File: config.mk
export PLATFORM = sky130hd
export DESIGN_NAME = alog_pipe
export DESIGN_NICKNAME = d
export VERILOG_FILES = /design/src/rtl/alog_pipe.sv
export SDC_FILE = /design/constraint.sdc
export NUM_CORES = 1
export LEC_CHECK = 0
export ABC_AREA = 1
export CAP_MARGIN = 5
export CELL_PAD_IN_SITES_DETAIL_PLACEMENT = 0
export CELL_PAD_IN_SITES_GLOBAL_PLACEMENT = 1
export CORE_MARGIN = 2
export CORE_UTILIZATION = 35
export CTS_CLUSTER_SIZE = 24
export DETAILED_ROUTE_END_ITERATION = 6
export PLACE_DENSITY_LB_ADDON = 0.1
export SLEW_MARGIN = 25
export SYNTH_ARGS = -nofsm -noshare
export SYNTH_HDL_FRONTEND = slang
export SYNTH_SLANG_ARGS = --single-unit
File: constraint.sdc
create_clock -name clk -period 10.4 [get_ports clk]
set_input_delay 1.56 -clock clk [delete_from_list [all_inputs] [get_ports clk]]
set_output_delay 1.56 -clock clk [all_outputs]
set_load 0.02 [all_outputs]
File: src/rtl/alog_pipe.sv
// alog_pipe: pipelined antilog (2^x) converter, log domain -> linear magnitude.
//
// Ports:
//   clk, rst_n             clock, asynchronous active-low reset
//   in_valid / in_ready    input handshake
//   in_data  [IW+FW-1:0]   signed log2 value, Q(IW).(FW)
//   in_sgn, in_tag         sideband, passed through
//   out_valid / out_ready  output handshake
//   out_data [OUT_W-1:0]   linear magnitude, Q(OUT_W-OUT_FW).(OUT_FW)
//   out_sgn, out_tag       registered sideband
//   out_ovf, out_uf        saturated / flushed-to-zero flags
//
// Stage 1 decodes exponent/mantissa and shift amount; stage 2 shifts, rounds,
// saturates and flags. Two-entry valid/ready pipeline with back-pressure.
module alog_pipe #(
    parameter int IW     = 6,
    parameter int FW     = 12,
    parameter int OUT_W  = 15,
    parameter int OUT_FW = 12,
    parameter int RND    = 1,
    parameter int TAG_W  = 4
) (
    input  logic                clk,
    input  logic                rst_n,
    input  logic                in_valid,
    output logic                in_ready,
    input  logic [IW+FW-1:0]    in_data,
    input  logic                in_sgn,
    input  logic [TAG_W-1:0]    in_tag,
    output logic                out_valid,
    input  logic                out_ready,
    output logic [OUT_W-1:0]    out_data,
    output logic                out_sgn,
    output logic [TAG_W-1:0]    out_tag,
    output logic                out_ovf,
    output logic                out_uf
);
    // Wide enough for the largest in-range left shift of the mantissa.
    localparam int WIDE = OUT_W + FW + 1;
    localparam int SOFF = OUT_FW - FW;
    localparam logic signed [IW+1:0] SOFF_V = SOFF[IW+1:0];

    logic                   en1, en2, v1, v2;
    logic [FW:0]            m1;
    logic signed [IW+1:0]   s1;
    logic                   sgn1;
    logic [TAG_W-1:0]       tag1;
    logic [IW+1:0]          s_in;

    // Two extra bits of sign extension so e + offset cannot wrap.
    assign s_in = {{2{in_data[IW+FW-1]}}, in_data[IW+FW-1:FW]} + SOFF_V;

    assign en2       = !v2 || out_ready;
    assign en1       = !v1 || en2;
    assign in_ready  = en1;
    assign out_valid = v2;

    always_ff @(posedge clk or negedge rst_n) begin
        if (!rst_n) begin
            v1   <= 1'b0;
            m1   <= '0;
            s1   <= '0;
            sgn1 <= 1'b0;
            tag1 <= '0;
        end else if (en1) begin
            v1   <= in_valid;
            m1   <= {1'b1, in_data[FW-1:0]};
            s1   <= s_in;
            sgn1 <= in_sgn;
            tag1 <= in_tag;
        end
    end

    logic [WIDE-1:0]  w;
    logic             big, rbit, ovf_c, uf_c;
    logic [OUT_W-1:0] r_c;
    int               sh;

    always_comb begin
        sh   = int'(s1);
        w    = '0;
        big  = 1'b0;
        rbit = 1'b0;
        if (sh >= 0) begin
            // Mantissa MSB lands at FW+sh >= OUT_W: saturate without
            // letting the wide shift drop the leading one.
            if (sh >= OUT_W) big = 1'b1;
            else             w   = WIDE'(m1) << sh;
        end else if (-sh < FW + 2) begin
            // Round half up: add the last bit shifted out.
            rbit = |(WIDE'(m1) & (WIDE'(1) << (-sh - 1)));
            w    = (WIDE'(m1) >> (-sh)) + ((RND != 0) ? WIDE'(rbit) : '0);
        end
        // Shifts of FW+2 or more leave w = 0 (flush).
        ovf_c = big || (|w[WIDE-1:OUT_W]);
        r_c   = ovf_c ? '1 : w[OUT_W-1:0];
        uf_c  = !ovf_c && (r_c == '0);
    end

    always_ff @(posedge clk or negedge rst_n) begin
        if (!rst_n) begin
            v2       <= 1'b0;
            out_data <= '0;
            out_sgn  <= 1'b0;
            out_tag  <= '0;
            out_ovf  <= 1'b0;
            out_uf   <= 1'b0;
        end else if (en2) begin
            v2       <= v1;
            out_data <= r_c;
            out_sgn  <= sgn1;
            out_tag  <= tag1;
            out_ovf  <= ovf_c;
            out_uf   <= uf_c;
        end
    end
endmodule

* Word-level counts from Yosys, hierarchy flattened *
Index checks and enable logic that the tools add are counted.

cells by class
  add/subtract/negate cells = 3
  order comparisons = 3
  shifts and indexed selects = 3
  multiplexer cells = 6
  bitwise gates (word level) = 1
  reduce and logical (&&, ||, !) cells = 10

operators by type and width
  operator               count
  $mux 28                3
  $lt 32x5->1 const B    1
  $neg 6->32             1
  $shl 1x32->28 const A  1
  $shl 13x32->28         1
  $shr 13x32->28         1
  $sub 32x2->32 const B  1
  $add 28x1->28          1
  $and 13x28->28         1
  $reduce_or 28->1       1
  $logic_not 15->1       1
  $mux 15                1
  $reduce_or 13->1       1
  $ge 6x1->1 const B     1
  $ge 6x5->1 const B     1
  $logic_not 1->1        3
  $logic_or 1x1->1       3
  $mux 1                 2
  $logic_and 1x1->1      1

word-level totals
  bits in registers = 48
  bits of input ports = 27
  output and inout bits = 24
  word-level logic and storage cells = 37

* Depth between registers and ports, before layout *
  word-level depth = 13
  gate-level depth with buffers = 39
  depth with buffers taken out = 36

* Worst setup path before layout *
Ideal clock, no wire load.

  path kind = reg-to-reg
  start = register s1[0]
  end = register out_uf
  setup time = 0.065 ns
  data arrival time = 4.460 ns
  data required time = 10.335 ns
  setup slack = 5.874 ns
  stages on the path, launching flop included = 36
  path buffers = 3
  period minus slack after synthesis = 4.526 ns
  cells stage by stage = dfrtp_1 -> buf_4 -> inv_1 -> buf_4 -> buf_2 -> ha_1 -> inv_2 -> nor2_4 -> nand2_1 -> ha_1 -> nand2_1 -> nor2_1 -> nand3_1 -> nor2_1 -> nand3_1 -> xor2_1 -> nand4_2 -> nor2_8 -> nand2_2 -> nor2_2 -> nand3_1 -> and2_1 -> a21oi_2 -> ha_1 -> ha_1 -> nand3_1 -> nand2_1 -> nor2_1 -> nand4_1 -> nor2_1 -> nand3_1 -> nor2_1 -> nand2_1 -> nor2_1 -> nand3_1 -> nand2_1

between the ends
  word-level cells in the longest chain between the ends = 13
  elaborated cells between the ends (all ways) = 22
  classes of those cells = 3 x add/sub; 3 x order compare; 3 x shift; 6 x mux; 1 x bitwise; 6 x reduce/logical

ends and longest elaborated chain
  element                   RTL line    RTL
  start: declaration        45          logic signed [IW+1:0] s1;
  start signal: assignment  68          s1 <= s_in;
  $neg 6->32                89, 91, 92
  $sub 32x2->32             91          rbit = |(WIDE'(m1) & (WIDE'(1) << (-sh - 1)));
  $shl 1x32->28             91
  $and 13x28->28            91
  $reduce_or 28->1          91
  $add 28x1->28             92          w = (WIDE'(m1) >> (-sh)) + ((RND != 0) ? WIDE'(rbit) : '0);
  $mux 28                   89          end else if (-sh < FW + 2) begin
  $mux 28                   84          if (sh >= 0) begin
  $reduce_or 13->1          95          ovf_c = big || (|w[WIDE-1:OUT_W]);
  $logic_or 1x1->1          95
  $mux 15                   96          r_c = ovf_c ? '1 : w[OUT_W-1:0];
  $logic_not 15->1          97          uf_c = !ovf_c && (r_c == '0);
  $logic_and 1x1->1 (*)     97
  end signal: assignment    114         out_uf <= uf_c;
  end: declaration          36          output logic out_uf

Mark *: on every way between the ends. The rest lies on a longest branch, timed or not.
A chain may end at the register's enable or synchronous reset.

* Worst setup path in the final report *
  start = input port out_ready
  end = output port in_ready

between the ends
  word-level cells in the longest chain between the ends = 2

ends and longest elaborated chain
  element             RTL line  RTL
  start: declaration  31        input logic out_ready,
  $logic_or 1x1->1    53        assign en2 = !v2 || out_ready;
  $logic_or 1x1->1    54        assign en1 = !v1 || en2;
  end: declaration    26        output logic in_ready,

Every way passes these cells.

==> key figures <==
Clock tree
  • Sink Count: 48
  • Max Buffers Root-to-Sink: 2
  • Clk Latency, worst-skew pair: 0.29 ns
  • H-tree depth: 2
  • Clock transition at path regs: about 0.070 ns
  • Clock Tree Root: clkbuf_16
  • CTS buffer count: 5
  • CTS tree: yes
  • Hold Buf Count CTS: 0
  • Post-CTS sizing: 0
  • Post-CTS Setup Bufs: 0

Routing
  • Vias: ~5,400
  • Avg WL per Cell: 15.2 um
  • Drc violations: 0
  • Post-route ant nets: 0
  • Drt total wl: 15,800 um
  • Routed vias/inst: 5.24
  • Iteration-0 DRC Markers: 576
  • DRT Pass-1 Iters: 5

Synth
  • Area leader, netlist: dfrtp_1
  • FFs w/ async S/R, synth: 100%
  • Seq/Total Area, Yosys: between 20 and 25%
  • Synth cell count leaders: nand2_1, nand3_1, nor2_1
  • Mapped Cells: 826
  • Count leader, synth: nand2_1
  • Library cells used by synthesis: 42
  • Post-synth EDFFs: 0
  • Ys flop type: dfrtp_1
  • Flops & latches, synth: 48
  • Post-Syn Area per Cell: roughly 5.9 um^2
  • Mapped cell area: 4900 um^2
  • Leading cell types by total area after synthesis: dfrtp_1, nand2_1, nand3_1, nor2_1, nand4_1
  • Post-synth top area share: 24.5%
  • Syn_nets: 865
  • Ys Warns: 0

Pwr
  • Leak Pwr: between 2 and 3 nW
  • Power consumption: 771 uW
  • Worst vdd ir: 103 uV
  • Cell area power density: 136 nW/um^2

Timing
  • Min cycle time layout: 6.24 ns
  • Slew Viols, Final: 0
  • Worst slew pin tran: 0.890 ns
  • Final hold viol count: 0
  • Final setup TNS: 0 ns
  • RSZ-0062 raised after global routing: false
  • Fmax: 160 MHz
  • Relative slew slack: 40.6%
  • Max Clock Skew: 0.00425 ns
  • # setup viols final: 0
  • Period utilisation layout: 60.0%

GRT
  • Antenna violations before repair: 0
  • All-Layer GR Usage: 21.9%
  • Grt total ovfl: 0
  • First-pass GRT wire length: 25,800 um
  • Pin count of the biggest net entering global routing: 49
  • Vias in the first global route: around 5,100

Die
  • Num rows: 43
  • Die height: approximately 120 um
  • Core area: between 10,000 and 15,000 um^2
  • IO Count: 51
  • Die Width: 122 um
  • Starting density of the core: 35.6%
  • Die ar.: 15,000 um^2

Worst setup path
  • Worst setup path class: input port to output pin
  • Reg2Reg Launch Point: s1[0]$_DFFE_PN0P_
  • Top delay family on crit path: buffers and inverters
  • Crit path DAT: about 4.7 ns
  • Critical Path End Type: output pin
  • Crit Reg-Reg Endpoint: out_uf$_DFFE_PN0P_
  • CP Buf/Inv Count: 5
  • R2R cell count: 32
  • Crit Path Max Fanout: 34
  • Setup crit start kind: input port
  • Worst Path Required: 8.84 ns
  • Critical path's slowest cell: clkinv_1
  • Slowest Stage Delay on Critical Path: 0.79 ns
  • Critical Path Stages: 7
  • R2r setup slk: between 4 and 5 ns
  • Crit path cell chain: clkdlybuf4s50_1 -> nor2_1 -> clkinv_1 -> nor2_1 -> buf_4 -> inv_2 -> clkdlybuf4s50_1

Run
  • Number of max-cap violations: 0

Layout
  • Fillers: roughly 1,500
  • Area Overhead vs Synth: 15.4%
  • Share of layout cells above drive strength 1: under 10%
  • FF/Latch Area: 1200 um^2
  • Inserted Diodes: 0
  • Area occupied by multi-input gates: 3250 um^2
  • Nets: 894

Hold path
  • Hold path cells: 2
  • Worst hold path class: register to register
  • Hold wc startpoint: v1$_DFFE_PN0P_
  • Hold endpoint: out_valid$_DFFE_PN0P_

Placed design
  • Port bufs: 50
  • Placer Congestion: approximately 0.86
  • Hpwl dp: 12,400 um

Run status
  • Outcome: complete, no violations
## stage by stage
step	hold WS (ns)	std cells	area, um^2	util, %	setup WS [ns]
CTS	0.489	1036	5660	41.1	4.14
floorplan	0.423	826	4900	-	5.87
finish	0.476	1036	5660	41.1	4.16
global route	0.523	1036	5660	41.1	3.81
detailed placement	0.471	1028	5490	39.8	4.14
global placement	0.470	1028	5480	39.8	4.20
## routing by layer
metal | track usage [%] | part of all wire (%) | wire length, um
met3 | 2.09 | 3.8 | 601
met4 | 6.32 | 2.1 | 333
met2 | 35.6 | 46 | 7190
met5 | 0 | 0 | 0
met1 | 30.8 | 49 | 7670
## cell families (layout without fill, tap and decap cells)
group                      count (synthesis)  count (layout)  share of synthesized area, %
AOI/OAI and AO/OA                         79              79                          9.21
xor gates and xnor gates                   4               4                          1.10
adders and majority gates                 12              12                          3.06
buffers and inverters                    103             133                          9.14
DFF                                       48              48                          24.5
and+or+nand+nor                          580             580                          53.0
## report_power, final
part / leakage, nW / switching, mW / total, mW / internal, mW
Clock: 0.0840 / 0.0736 / 0.188 / 0.114
Combinational: 2.20 / 0.230 / 0.345 / 0.115
Sequential: 0.571 / 0.0260 / 0.238 / 0.212
Total: 2.85 / 0.330 / 0.771 / 0.441
## worst max path at each step
stage	slack, ns	start	to
6_report	4.16	out_ready	in_ready
5_1_grt	3.81	out_ready	in_ready
4_1_cts	4.14	out_ready	in_ready
3_5_place_dp	4.14	out_ready	in_ready
3_3_place_gp	4.20	out_ready	in_ready
2_1_floorplan	5.87	s1[0]$_DFFE_PN0P_	out_uf$_DFFE_PN0P_
## layout by cell type (no fill, tap or decap), drive strengths merged, types with 12 or more instances in the layout
cell type,synthesis,final
nand3,98,98
dfrtp,48,48
nand4,36,36
inv,69,69
ha,12,12
nor2,96,96
o21ai,31,31
nand2,333,333
clkdlybuf4s50,0,49
a21oi,23,23
## flip-flops by register name, summed over array words and instances, names as in the netlist
register,cells
out_data,15
m1,13
s1,6
out_tag,4
tag1,4
out_ovf,1
out_sgn,1
out_uf,1
out_valid,1
sgn1,1
v1,1
## final cells by class
type	instances	share of cell area, %
clock buffer	5	2.21
inverter	72	5.06
timing repair buffer	53	9.20
clock inverter	3	0.840
multi-input combinational	675	57.5
sequential	48	21.2
tap	180	3.98
## worst reg2reg max path: cells and delay by family, from the launching register on
family                   cells  cell delay, ns
AND/OR/NAND/NOR             23            2.87
buffers and inverters        4            1.04
flip-flops                   1            0.32
AO/OA/AOI/OAI                2            0.23
adder cells (fa/ha/maj)      3            1.18
(Power assumes the default switching activity.)
